==> src/rtl/cofre_pkg.sv <==
// cofre_pkg: shared types and constants for the safe's password-programming block
package cofre_pkg;
  typedef enum logic [2:0] {OCIOSO, NOVA, REPETE, GRAVA, ERRO} estado_t;
  localparam int DIGITO_W = 4;
  localparam logic [DIGITO_W-1:0] DIGITO_MAX = 4'd9;
  localparam logic [15:0] SENHA_PADRAO = 16'h5103;
  localparam int TEMPO_W = 29;
  function automatic logic [15:0] grava_digito(input logic [15:0] w, input logic [1:0] i,
                                               input logic [DIGITO_W-1:0] d);
    logic [15:0] r;
    r = w;
    r[{i, 2'b00} +: DIGITO_W] = d;
    return r;
  endfunction
endpackage

==> src/rtl/cofre_temporizador.sv <==
// cofre_temporizador: 29-bit cycle counter with clear, enable and terminal-count flag
//   clk, rst_n : clock, async active-low reset
//   clr        : zero the count (wins over en)
//   en         : advance the count by one
//   limite     : number of cycles to measure
//   fim        : high in the limite-th counted cycle after a clear
module cofre_temporizador
  import cofre_pkg::*;
(
  input  logic               clk,
  input  logic               rst_n,
  input  logic               clr,
  input  logic               en,
  input  logic [TEMPO_W-1:0] limite,
  output logic               fim
);
  logic [TEMPO_W-1:0] count_q, count_d;
  always_comb begin
    count_d = clr ? '0 : en ? count_q + TEMPO_W'(1) : count_q;
    fim     = count_q >= limite - TEMPO_W'(1);
  end
  always_ff @(posedge clk or negedge rst_n) begin
    if (!rst_n) count_q <= '0;
    else        count_q <= count_d;
  end
endmodule

==> src/rtl/cofre_programador.sv <==
// cofre_programador: writer of the safe's stored password; new code is entered twice and written on match
//   MAX10_CLK1_50 : 50 MHz clock
//   KEY1          : async active-low reset
//   habilita      : safe unlocked; low aborts any session (except ERRO)
//   iniciar       : pulse starting a session
//   confirma      : edge-detected pulse sampling digito_in
//   digito_in     : digit from SW[3:0]
//   senha         : stored password (digit0 in [3:0])
//   senha_wr      : one-cycle strobe while the new senha is presented
//   ocupado, erro : session in progress / dwelling in error state
//   n_digitos     : digits accepted in the current phase
//   fase          : 0 first entry, 1 repeat entry
// Build option COFRE_REJEITA_IGUAL_EN: reject a new code equal to the current one.
module cofre_programador
  import cofre_pkg::*;
#(
  parameter logic [15:0]        SENHA_PADRAO  = cofre_pkg::SENHA_PADRAO,
  parameter logic [TEMPO_W-1:0] TEMPO_TIMEOUT = 29'd500_000_000,
  parameter logic [TEMPO_W-1:0] TEMPO_ERRO    = 29'd150_000_000
) (
  input  logic                MAX10_CLK1_50,
  input  logic                KEY1,
  input  logic                habilita,
  input  logic                iniciar,
  input  logic                confirma,
  input  logic [DIGITO_W-1:0] digito_in,
  output logic [15:0]         senha,
  output logic                senha_wr,
  output logic                ocupado,
  output logic                erro,
  output logic [2:0]          n_digitos,
  output logic                fase
);
  estado_t estado_q, estado_d;
  logic [15:0] senha_q, senha_d, novo_q, novo_d, rep_q, rep_d, rep_full;
  logic [2:0] n_q, n_d;
  logic fase_q, fase_d, senha_wr_q, senha_wr_d, ocupado_q, ocupado_d, erro_q, erro_d;
  logic valido, ultimo, igual, fim, clr, en;
  logic [TEMPO_W-1:0] limite;
  // One timer serves both the entry timeout and the error dwell.
  cofre_temporizador u_tempo (
    .clk    (MAX10_CLK1_50),
    .rst_n  (KEY1),
    .clr    (clr),
    .en     (en),
    .limite (limite),
    .fim    (fim)
  );
  always_comb begin
    estado_d = estado_q;
    senha_d  = senha_q;
    novo_d   = novo_q;
    rep_d    = rep_q;
    n_d      = n_q;
    fase_d   = fase_q;
    valido   = confirma && (digito_in <= DIGITO_MAX);
    ultimo   = n_q == 3'd3;
    rep_full = grava_digito(rep_q, n_q[1:0], digito_in);
`ifdef COFRE_REJEITA_IGUAL_EN
    igual    = novo_q == senha_q;
`else
    igual    = 1'b0;
`endif
    // Any confirma (even an invalid digit) restarts the timeout; so does idling before NOVA.
    clr      = estado_q == OCIOSO || estado_q == GRAVA ||
               (confirma && (estado_q == NOVA || estado_q == REPETE));
    en       = estado_q != OCIOSO;
    limite   = estado_q == ERRO ? TEMPO_ERRO : TEMPO_TIMEOUT;
    case (estado_q)
      OCIOSO: if (iniciar && habilita) begin
        estado_d = NOVA;
        n_d      = '0;
        fase_d   = 1'b0;
        novo_d   = '0;
        rep_d    = '0;
      end
      NOVA:
        if (!habilita) estado_d = OCIOSO;
        else if (valido) begin
          novo_d   = grava_digito(novo_q, n_q[1:0], digito_in);
          n_d      = ultimo ? 3'd0 : n_q + 3'd1;
          estado_d = ultimo ? REPETE : NOVA;
          fase_d   = ultimo;
        end else if (!confirma && fim) estado_d = OCIOSO;
      REPETE:
        if (!habilita) estado_d = OCIOSO;
        else if (valido) begin
          rep_d = rep_full;
          n_d   = n_q + 3'd1;
          if (ultimo) begin
            estado_d = (rep_full == novo_q && !igual) ? GRAVA : ERRO;
            senha_d  = (rep_full == novo_q && !igual) ? novo_q : senha_q;
          end
        end else if (!confirma && fim) estado_d = OCIOSO;
      GRAVA:   estado_d = OCIOSO;
      ERRO:    estado_d = fim ? OCIOSO : ERRO;
      default: estado_d = OCIOSO;
    endcase
    senha_wr_d = estado_d == GRAVA;
    ocupado_d  = estado_d == NOVA || estado_d == REPETE || estado_d == GRAVA;
    erro_d     = estado_d == ERRO;
  end
  always_ff @(posedge MAX10_CLK1_50 or negedge KEY1) begin
    if (!KEY1) begin
      estado_q   <= OCIOSO;
      senha_q    <= SENHA_PADRAO;
      novo_q     <= '0;
      rep_q      <= '0;
      n_q        <= '0;
      fase_q     <= 1'b0;
      senha_wr_q <= 1'b0;
      ocupado_q  <= 1'b0;
      erro_q     <= 1'b0;
    end else begin
      estado_q   <= estado_d;
      senha_q    <= senha_d;
      novo_q     <= novo_d;
      rep_q      <= rep_d;
      n_q        <= n_d;
      fase_q     <= fase_d;
      senha_wr_q <= senha_wr_d;
      ocupado_q  <= ocupado_d;
      erro_q     <= erro_d;
    end
  end
  assign senha     = senha_q;
  assign senha_wr  = senha_wr_q;
  assign ocupado   = ocupado_q;
  assign erro      = erro_q;
  assign n_digitos = n_q;
  assign fase      = fase_q;
endmodule

==> config.mk <==
export PLATFORM = sky130hd
export DESIGN_NAME = cofre_programador
export DESIGN_NICKNAME = d
export VERILOG_FILES = /design/src/rtl/cofre_pkg.sv /design/src/rtl/cofre_temporizador.sv /design/src/rtl/cofre_programador.sv
export SDC_FILE = /design/constraint.sdc
export NUM_CORES = 1
export LEC_CHECK = 0
export BUFFER_PORTS_ARGS = -buffer_cell sky130_fd_sc_hd__buf_2
export CORE_MARGIN = 2
export CORE_UTILIZATION = 50
export DETAILED_ROUTE_END_ITERATION = 8
export PLACE_DENSITY = 0.66
export SKIP_LAST_GASP = 1
export SYNTH_ARGS = -nofsm -noshare
export SYNTH_HDL_FRONTEND = slang
export SYNTH_SLANG_ARGS = --single-unit
==> constraint.sdc <==
create_clock -name MAX10_CLK1_50 -period 9.35 [get_ports MAX10_CLK1_50]
set_input_delay 0.4675 -clock MAX10_CLK1_50 [delete_from_list [all_inputs] [get_ports MAX10_CLK1_50]]
set_output_delay 0.4675 -clock MAX10_CLK1_50 [all_outputs]
set_load 0.05 [all_outputs]
==> metrics, run 1 <==
endpoint type of the worst setup path=register; HP Class=input pin to async pin; Reg clk slew, reported paths=0.10 ns; setup_tns=0 ns; I/O Buffers=31; internal power=534 uW; Multi-input gate area=2440 sq um; fin crit share=38.3%; Avg WL per Cell=16.4 um; Post-CTS Setup Inserts=0; Final Wtd Congestion=0.857; Clock Tree Root=clkbuf_8; Syn Nets=about 520; cts hold-fix bufs=0; Avg Inst Size Synth=around 9.8 sq um; Worst setup endpoint=senha[13]; f_max=roughly 0.28 GHz; status=finished clean; Pre-antenna DRT Iters=5; DRC Markers=0; FF/Latch Area=2180 sq um; crit path launch type=register; vias in the first global route=3,610; ys flop type=dfrtp_1; fillers=868; Finished Core Util=between 50% and 60%; Mapped Cells=492; H-tree depth=3; PwrDens=150 nW/um^2; Longest Clk Path Bufs=2; largest net degree at the start of global routing=between 80 and 90; leakage=0.00227 uW; Worst R2R Path Depth=9; DP HPWL=around 7500 um; max layer used=met4; drt total wl=approximately 11,000 um; Critical Path AT=3.85 ns; reg2reg setup slack=5.77 ns; Antenna Nets Post-Route=0; PostCTS Resize Cnt=0; num rows=35; WL met1=4770 um; switching share of power=around 32%; Vias=approximately 3,700; Final Critical Period=3.58 ns; CTS tree=done; CP Launch Point=n_digitos[0]; DIE WIDTH=102 um; RSZ-0062 raised after global routing=false; P&R area growth vs syn=8.55%; part of the power in registers=50.2%; WL met3=between 300 and 400 um; share of cells above drive strength 1=15.5%; Post-Layout Cell Count=651; RR Startpoint=n_digitos[0]; count of different cell masters after synthesis=65; DR vias/cell=5.69; NetSw=252 uW; count of final max-slew check failures=0; critical path peak fanout=16; clk_skew=about 0.011 ns; Clk Latency, worst-skew pair=0.37 ns; clock sink count=between 80 and 90; nets=between 500 and 600; die footprint=approximately 10,000 sq um; top post-synthesis cells by area=dfrtp_1 43%, xnor2_1 4.5%, o21ai_0 4.5%, nand2_1 3.7%, ha_1 3.6%; total CTS buffers=9; Post-synth EDFFs=0; GRT overflow=0; endpoint of the lowest-slack register-to-register path=senha[13]; # diodes=0; Die Ht=102 um; Worst slew margin=28.9%; Hold Violations, Final=0; first-pass GRT wire length=17,900 um; CP Class=register to register; area leader, netlist=dfrtp_1; Slew @ Worst Pin=1.07 ns; met2 WL=5390 um; initial antenna violation count=0; Post-Place Cells=about 640; top-area cell type share of the netlist area=42.6%; Comb power frac=17.0%; Max Cap Viol=0; Worst EP required=9.61 ns; Seq/Total Area, Yosys=45.3%; DRT iter0 DRCs=181; Ports=32; GRT Util Overall=22.0%; Core Footprint=9280 sq um; VDD IR-drop max=94.1 uV; final setup fails=0; YS warnings=0; initial core utilization=51.9%; Clock power frac=32.8%; FFs w/ async S/R, synth=100%; flops & latches, synth=between 80 and 90; synthesized area=4820 sq um
## flip-flops by register name, indices dropped and copies added, names as in the netlist
signal / cells
erro: 1
n_digitos: 3
novo_q: 16
ocupado: 1
estado_q: 3
senha_wr: 1
fase: 1
u_tempo.count_q: 29
senha: 16
rep_q: 16
## worst min-delay path by stage
stage / cells after the start / startpoint / slack [ns] / end
after floorplan: 0 / KEY1 / 0.17 / erro
after global placement: 1 / rep_q[11] / 0.48 / rep_q[11]
after detailed placement: 1 / rep_q[11] / 0.48 / rep_q[11]
after CTS: 1 / KEY1 / 0.34 / senha[11]
after global routing: 2 / iniciar / 0.36 / estado_q[0]
final: 1 / KEY1 / 0.28 / senha[11]
## cell usage after synthesis, types with 2 or more instances
cell type,n
o22ai_1,2
mux2_4,8
nor3_1,12
a21oi_1,20
nand2_1,47
xor2_1,15
a22o_1,17
nor2_1,42
o2111a_1,2
and2_1,4
o221ai_1,3
dfrtp_1,82
a211oi_1,4
or4_1,2
nand3_1,15
or2_2,3
xnor2_1,25
mux2i_1,3
and2b_1,2
or3_1,3
dfstp_2,5
o31ai_1,2
nor4_1,3
inv_1,23
and3_1,7
o32ai_1,2
o21ai_0,43
clkbuf_1,13
mux2_2,6
nand4_1,10
nor2b_1,12
nand2b_1,6
a32o_1,2
ha_1,14
nor3b_1,2
buf_6,2
## power groups by stage
stage	Clock, uW	Sequential, uW	Combinational [uW]
detailed placement	0	402	134
CTS	265	394	134
finish	258	394	133
floorplan	0	410	88.5
global route	278	395	148
global placement	0	401	132
## cell type report
class / instances / area share (%)
Clock inverter: 6 / 0.957
Clock buffer: 10 / 2.63
Inverter: 23 / 1.65
Sequential cell: 87 / 41.8
Multi-Input combinational cell: 364 / 46.7
Timing Repair Buffer: 32 / 3.16
Tap cell: 129 / 3.09
## routing by layer
| metal | vias up | track usage (%) |
|---|---|---|
| met1 | 1829 | 28.9 |
| met2 | 66 | 36.9 |
| met3 | 13 | 3.01 |
| li1 | 1798 | - |
| met4 | 0 | 8.72 |
| met5 | - | 0 |
## critical path: stages (launching register included)
cell and delay, ns:
dfrtp_1 0.58, inv_1 0.22, ha_1 0.47, nand4bb_1 0.36, o221ai_1 0.24, o221ai_1 0.14
nor4_1 0.47, nand4_2 0.31, nand2b_4 0.35, mux2_4 0.34
## metrics by stage
step	total power (uW)	area (sq um)	hold WS, ns	worst slack [ns]
final	785	5230	0.282	5.77
after global routing	821	5230	0.365	5.58
after CTS	794	5230	0.337	5.82
after detailed placement	535	5040	0.477	5.83
after global placement	533	5040	0.481	6.04
after floorplan	499	4820	0.172	5.91
## placed cells by master, fill, tap and decap left out, types with 4 or more instances in the layout
cell | netlist | layout
and2_1 | 4 | 4
clkbuf_8 | 0 | 10
nand2b_1 | 6 | 6
xnor2_1 | 25 | 25
nand3_1 | 15 | 15
ha_1 | 14 | 14
xor2_1 | 15 | 15
o21ai_0 | 43 | 43
a211oi_1 | 4 | 4
and3_1 | 7 | 7
mux2_4 | 8 | 8
nand4_1 | 10 | 10
inv_1 | 23 | 23
nor3_1 | 12 | 12
nand2_1 | 47 | 47
nor2_1 | 42 | 42
mux2_2 | 6 | 6
a22o_1 | 17 | 17
dfrtp_1 | 82 | 82
buf_2 | 0 | 30
nor2b_1 | 12 | 12
dfstp_2 | 5 | 5
a21oi_1 | 20 | 20
## cell families (layout without fill, tap and decap cells)
| logic type | count (synthesis) | after routing | share of synthesized area (%) |
|---|---|---|---|
| buf+inv | 41 | 71 | 3.92 |
| simple gates | 181 | 181 | 19.7 |
| flops | 87 | 87 | 45.3 |
| fa+ha+maj | 14 | 14 | 3.64 |
| mux | 17 | 17 | 4.52 |
| compound gates | 112 | 112 | 15.6 |
| xor+xnor | 40 | 40 | 7.27 |
No activity file was read; power rests on OpenSTA's default activity.
==> inputs of run 2 (changes only) <==
==> constraint.sdc (replaced) <==
create_clock -name MAX10_CLK1_50 -period 3.35 [get_ports MAX10_CLK1_50]
set_input_delay 0.1675 -clock MAX10_CLK1_50 [delete_from_list [all_inputs] [get_ports MAX10_CLK1_50]]
set_output_delay 0.1675 -clock MAX10_CLK1_50 [all_outputs]
set_load 0.05 [all_outputs]
==> metrics, run 2 (synthesis gave the netlist of run 1 again) <==
RSZ-0062 raised after global routing=false; GRT overflow=0 (unchanged); fillers=835 (-3.8%); f_max=0.331 GHz (+19%); share of cells above drive strength 1=17.2% (+1.7 points); leakage=0.00233 uW (+2.8%); worst hold stages=2; GRT Util Overall=23.0% (+1.0 points); DIE WIDTH=102 um (unchanged); count of final max-slew check failures=0 (unchanged); vias in the first global route=3,788 (+4.9%); initial antenna violation count=0 (unchanged); Worst R2R Path Depth=9 (unchanged); critical path peak fanout=16 (unchanged); final setup fails=0 (unchanged); Die Ht=102 um (unchanged); Ports=32 (unchanged); VDD IR-drop max=248 uV (+160%); Max Cap Viol=0 (unchanged); Post-Layout Cell Count=658 (+1.1%); Clk Latency, worst-skew pair=0.36 ns (about the same); CTS tree=done; Slew @ Worst Pin=0.697 ns (-0.370 ns); H-tree depth=3 (unchanged); Worst slew margin=53.2% (+24 points); HP Class=input pin to register; CP delay by family, top=simple AND/OR/NAND/NOR gates; clk_skew=0.00832 ns (-0.00238 ns); most frequent cells in the layout=81 x dfrtp_1, 47 x nand2_1, 43 x o21ai_0; Buf+Inv Stages, Crit Path=1 (unchanged); endpoint of the lowest-slack register-to-register path=senha[10]; commonest non-fill, non-tap cell in the layout=dfrtp_1; DP HPWL=8000 um (+6.1%); status=finished clean; # diodes=0 (unchanged); DRT iter0 DRCs=258 (+43%); Pre-antenna DRT Iters=6 (+1); P&R area growth vs syn=11.4%; DR vias/cell=5.70 (+0.14%); Hold Violations, Final=0 (unchanged); RR Startpoint=n_digitos[0]; crit path launch type=register; largest net degree at the start of global routing=35 (-60%); FF/Latch Area=2180 sq um (about the same); hold path start=iniciar; Post-Place Cells=641 (+0.94%); slowest library cell on the worst path=dfrtp_2; Worst path most repeated cell=o221ai_1; Avg WL per Cell=16.6 um (+1.7%); Critical Path AT=3.27 ns (-0.58 ns); endpoint type of the worst setup path=register; routing usage on met1=30.3% (+1.4 points); setup_tns=0 ns (unchanged); delay of the slowest critical-path stage=0.50 ns (-0.08 ns); Final Wtd Congestion=0.878 (+2.5%); grt met2 use=39.1% (+2.2 points); Reg clk slew, reported paths=0.09 ns (about the same); drt total wl=11,000 um (+2.8%); met3 Use GR=3.01% (unchanged); reg2reg setup slack=0.33 ns (-5.43 ns); Antenna Nets Post-Route=0 (unchanged); CP Class=register to register; CP cell instances=inv_1 -> ha_2 -> nand4bb_2 -> o221ai_1 -> o221ai_1 -> nor4_2 -> nand4_2 -> nand2b_4 -> mux2_4; Core Footprint=9280 sq um (unchanged); nets=547 (+1.3%); I/O Buffers=31 (unchanged); GR peak layer=met2; initial core utilization=51.9% (unchanged); Clock Tree Root=clkbuf_8; num rows=35 (unchanged); clock sink count=87 (unchanged); fin crit share=90.1% (+52 points); PwrDens=450 nW/um^2 (+200%); DRC Markers=0 (unchanged); Final Critical Period=3.02 ns (-0.566 ns); Vias=3,751 (+1.2%); total CTS buffers=9 (unchanged); Longest Clk Path Bufs=2 (unchanged); first-pass GRT wire length=18,800 um (+5.0%); max reg flops=29 (unchanged); WHS Endpoint=estado_q[0]; Post-CTS Setup Inserts=0 (unchanged); Biggest register=u_tempo.count_q; Multi-input gate area=2460 sq um (+0.56%); Worst EP required=3.60 ns (-6.01 ns); die footprint=10,400 sq um (unchanged)
run 2: per-layer routing:
metal  vias up  wire, um
li1       1804         -
met4         0       212
met5         -         0
met3        18       436
met1      1844      4780
met2        85      5530
run 2: report_power, final:
| group | switching, uW | internal, uW | total, uW |
|---|---|---|---|
| clock network | 398 | 521 | 919 |
| registers | 29.3 | 1070 | 1100 |
| logic | 257 | 139 | 396 |
run 2: final cells by class:
cell class / instances / share of cell area, %
multi-input combinational: 364 / 45.8
sequential: 87 / 40.7
timing repair buffer: 39 / 4.11
tap: 129 / 3.01
clock buffer: 10 / 2.57
clock inverter: 6 / 2.15
inverter: 23 / 1.61
run 2: repair_timing:
item,CTS,global route
resized for setup,0,3
hold buffers,1,0
setup endpoints to repair,0,17
endpoints found under the hold margin,30,0
run 2: how the worst max path moves through the flow:
stage | start | to | slack [ns] | depth (start not counted)
after global routing | n_digitos[0] | senha[10] | 0.03 | 9
after floorplan | n_digitos[1] | senha[10] | 0.14 | 12
after global placement | n_digitos[0] | senha[13] | 0.31 | 9
after detailed placement | n_digitos[0] | senha[15] | 0.23 | 9
final | n_digitos[0] | senha[10] | 0.33 | 9
after CTS | n_digitos[0] | senha[10] | 0.19 | 9
run 2: stage by stage:
| stage | hold WS (ns) | cell area (sq um) | util [%] | setup WS [ns] | total power (uW) |
|---|---|---|---|---|---|
| floorplan | -0.128 | 4820 | - | 0.144 | 1390 |
| global placement | 0.133 | 5090 | 54.8 | 0.305 | 1500 |
| detailed placement | 0.134 | 5090 | 54.8 | 0.229 | 1510 |
| CTS | 0.0790 | 5350 | 57.6 | 0.189 | 2430 |
| global route | 0.0995 | 5360 | 57.8 | 0.0273 | 2510 |
| finish | 0.104 | 5360 | 57.8 | 0.331 | 2410 |
==> inputs of run 3 (changes only) <==
--- a/config.mk
+++ b/config.mk
@@ -7,9 +7,9 @@
 export LEC_CHECK = 0
 export BUFFER_PORTS_ARGS = -buffer_cell sky130_fd_sc_hd__buf_2
 export CORE_MARGIN = 2
-export CORE_UTILIZATION = 50
+export CORE_UTILIZATION = 56
 export DETAILED_ROUTE_END_ITERATION = 8
-export PLACE_DENSITY = 0.66
+export PLACE_DENSITY = 0.73
 export SKIP_LAST_GASP = 1
 export SYNTH_ARGS = -nofsm -noshare
 export SYNTH_HDL_FRONTEND = slang
==> metrics, run 3 (synthesis gave the netlist of run 1 again) <==
RSZ-0062 raised after global routing=false; Pre-antenna DRT Iters=4 (-2); Core Footprint=8260 sq um (-11%); Avg WL per Cell=16.7 um (+0.55%); Critical Path AT=3.43 ns (+0.16 ns); DRT iter0 DRCs=234 (-9.3%); drt total wl=10,600 um (-3.4%); nets=545 (-0.37%); # diodes=0 (unchanged); Reg clk slew, reported paths=0.09 ns (about the same); crit path launch type=register; Antenna Nets Post-Route=0 (unchanged); Post-Layout Cell Count=632 (-4.0%); first-pass GRT wire length=18,200 um (-3.2%); DIE WIDTH=96.7 um (-5.3%); Die Ht=96.7 um (-5.3%); status=finished clean; Vias=3,791 (+1.1%); PwrDens=415 nW/um^2 (-7.8%); initial core utilization=58.3% (+6.4 points); most frequent cells in the layout=81 x dfrtp_1, 47 x nand2_1, 43 x o21ai_0; DRC Markers=0 (unchanged); Multi-input gate area=2450 sq um (-0.36%); H-tree depth=3 (unchanged); count of final max-slew check failures=0 (unchanged); I/O Buffers=31 (unchanged); num rows=33 (-5.7%); share of cells above drive strength 1=16.3% (-0.88 points); clk_skew=0.0113 ns (+0.00302 ns); largest net degree at the start of global routing=75 (+110%); total CTS buffers=9 (unchanged); GRT overflow=0 (unchanged); Hold Violations, Final=0 (unchanged); FF/Latch Area=2180 sq um (unchanged); initial antenna violation count=0 (unchanged); slowest library cell on the worst path=dfrtp_2; delay of the slowest critical-path stage=0.51 ns (about the same); DP HPWL=7670 um (-4.1%); HP Class=input pin to register; leakage=0.00229 uW (-1.9%); endpoint type of the worst setup path=register; DR vias/cell=6.00 (+5.2%); P&R area growth vs syn=8.76%; fillers=668 (-20%); CP delay by family, top=simple AND/OR/NAND/NOR gates; commonest non-fill, non-tap cell in the layout=dfrtp_1; Clk Latency, worst-skew pair=0.36 ns (about the same); Longest Clk Path Bufs=2 (unchanged); GRT Util Overall=23.7% (+0.72 points); Post-Place Cells=615 (-4.1%); Final Wtd Congestion=0.914 (+4.1%); CP cell instances=inv_1 -> ha_1 -> nand4bb_2 -> o221ai_1 -> o221ai_1 -> nor4_1 -> nand4_2 -> nand2b_4 -> mux2_4; clock sink count=87 (unchanged); VDD IR-drop max=179 uV (-28%); critical path peak fanout=16 (unchanged); die footprint=9360 sq um (-10%); f_max=0.314 GHz (-5.2%); Worst EP required=3.60 ns (about the same); Biggest register=u_tempo.count_q; Ports=32 (unchanged); final setup fails=0 (unchanged); Worst path most repeated cell=o221ai_1; vias in the first global route=3,711 (-2.0%); Worst slew margin=40.5% (-13 points); Buf+Inv Stages, Crit Path=1 (unchanged); Post-CTS Setup Inserts=0 (unchanged); setup_tns=0 ns (unchanged); Slew @ Worst Pin=0.892 ns (+0.195 ns); Max Cap Viol=0 (unchanged); CTS tree=done; Clock Tree Root=clkbuf_8; fin crit share=95.0% (+4.9 points); CP Class=register to register; max reg flops=29 (unchanged); Final Critical Period=3.18 ns (+0.165 ns)
run 3: cell types whose count changed in the layout (fill, tap and decap cells not counted):
cell / previous run / this run
clkbuf_1: 0 / 1
buf_4: 8 / 6
ha_1: 13 / 14
ha_2: 1 / 0
clkbuf_8: 10 / 9
inv_8: 0 / 1
clkinv_4: 0 / 3
bufinv_16: 3 / 0
inv_6: 2 / 1
nor4_2: 1 / 0
nor4_1: 2 / 3
run 3: cell type report:
class	count	area share (%)
sequential	87	41.7
inverter	23	1.65
multi-input combinational	364	46.8
tap	105	2.51
clock inverter	6	1.03
timing repair buffer	37	3.92
clock buffer	10	2.44
run 3: worst paths after layout:
| path | from | end | slack (ns) | cells after the start |
|---|---|---|---|---|
| min in group asynchronous | KEY1 | senha[13] | 0.46 | 2 |
| setup reg to reg | n_digitos[0] | senha[10] | 0.17 | 9 |
| setup / recovery | n_digitos[0] | senha[10] | 0.17 | 9 |
| hold reg to reg | rep_q[15] | rep_q[15] | 0.50 | 1 |
| hold / removal | iniciar | estado_q[0] | 0.09 | 2 |
| max in group asynchronous | KEY1 | u_tempo.count_q[27] | 2.14 | 3 |
run 3: report_power, final:
part | internal (uW) | leakage [uW] | total (uW) | switching [uW]
registers | 1070 | 0.00119 | 1100 | 32.9
clock network | 281 | 0.0000890 | 681 | 399
logic | 133 | 0.00101 | 390 | 257
total | 1480 | 0.00229 | 2170 | 689
run 3: worst register-to-register path: stages (launching register included):
cell       delay, ns
dfrtp_2         0.51
inv_1           0.18
ha_1            0.46
nand4bb_2       0.35
o221ai_1        0.22
o221ai_1        0.14
nor4_1          0.42
nand4_2         0.17
nand2b_4        0.28
mux2_4          0.35
run 3: timing repair:
| item | 4_1_cts | 5_1_grt |
|---|---|---|
| setup endpoints to repair | 0 | 9 |
| endpoints found under the hold margin | 68 | 0 |
| hold buffers | 1 | 0 |
| gates resized for setup | 0 | 1 |
run 3: per-layer routing:
layer | vias up | track usage, % | share of wire, %
li1 | 1811 | - | -
met1 | 1851 | 31.5 | 44
met2 | 105 | 39.7 | 50
met3 | 24 | 3.25 | 3.8
met4 | 0 | 9.21 | 2.0
met5 | - | 0 | 0
run 3: metrics by stage:
step	util (%)	hold WS (ns)	power, uW	area, sq um	worst slack [ns]
finish	63.4	0.0882	2170	5240	0.167
global route	63.4	0.0711	2280	5240	0.0217
CTS	63.4	0.0692	2190	5230	0.194
detailed placement	61.0	0.361	1510	5040	0.210
global placement	61.0	0.344	1500	5040	0.348
floorplan	-	-0.128	1390	4820	0.144
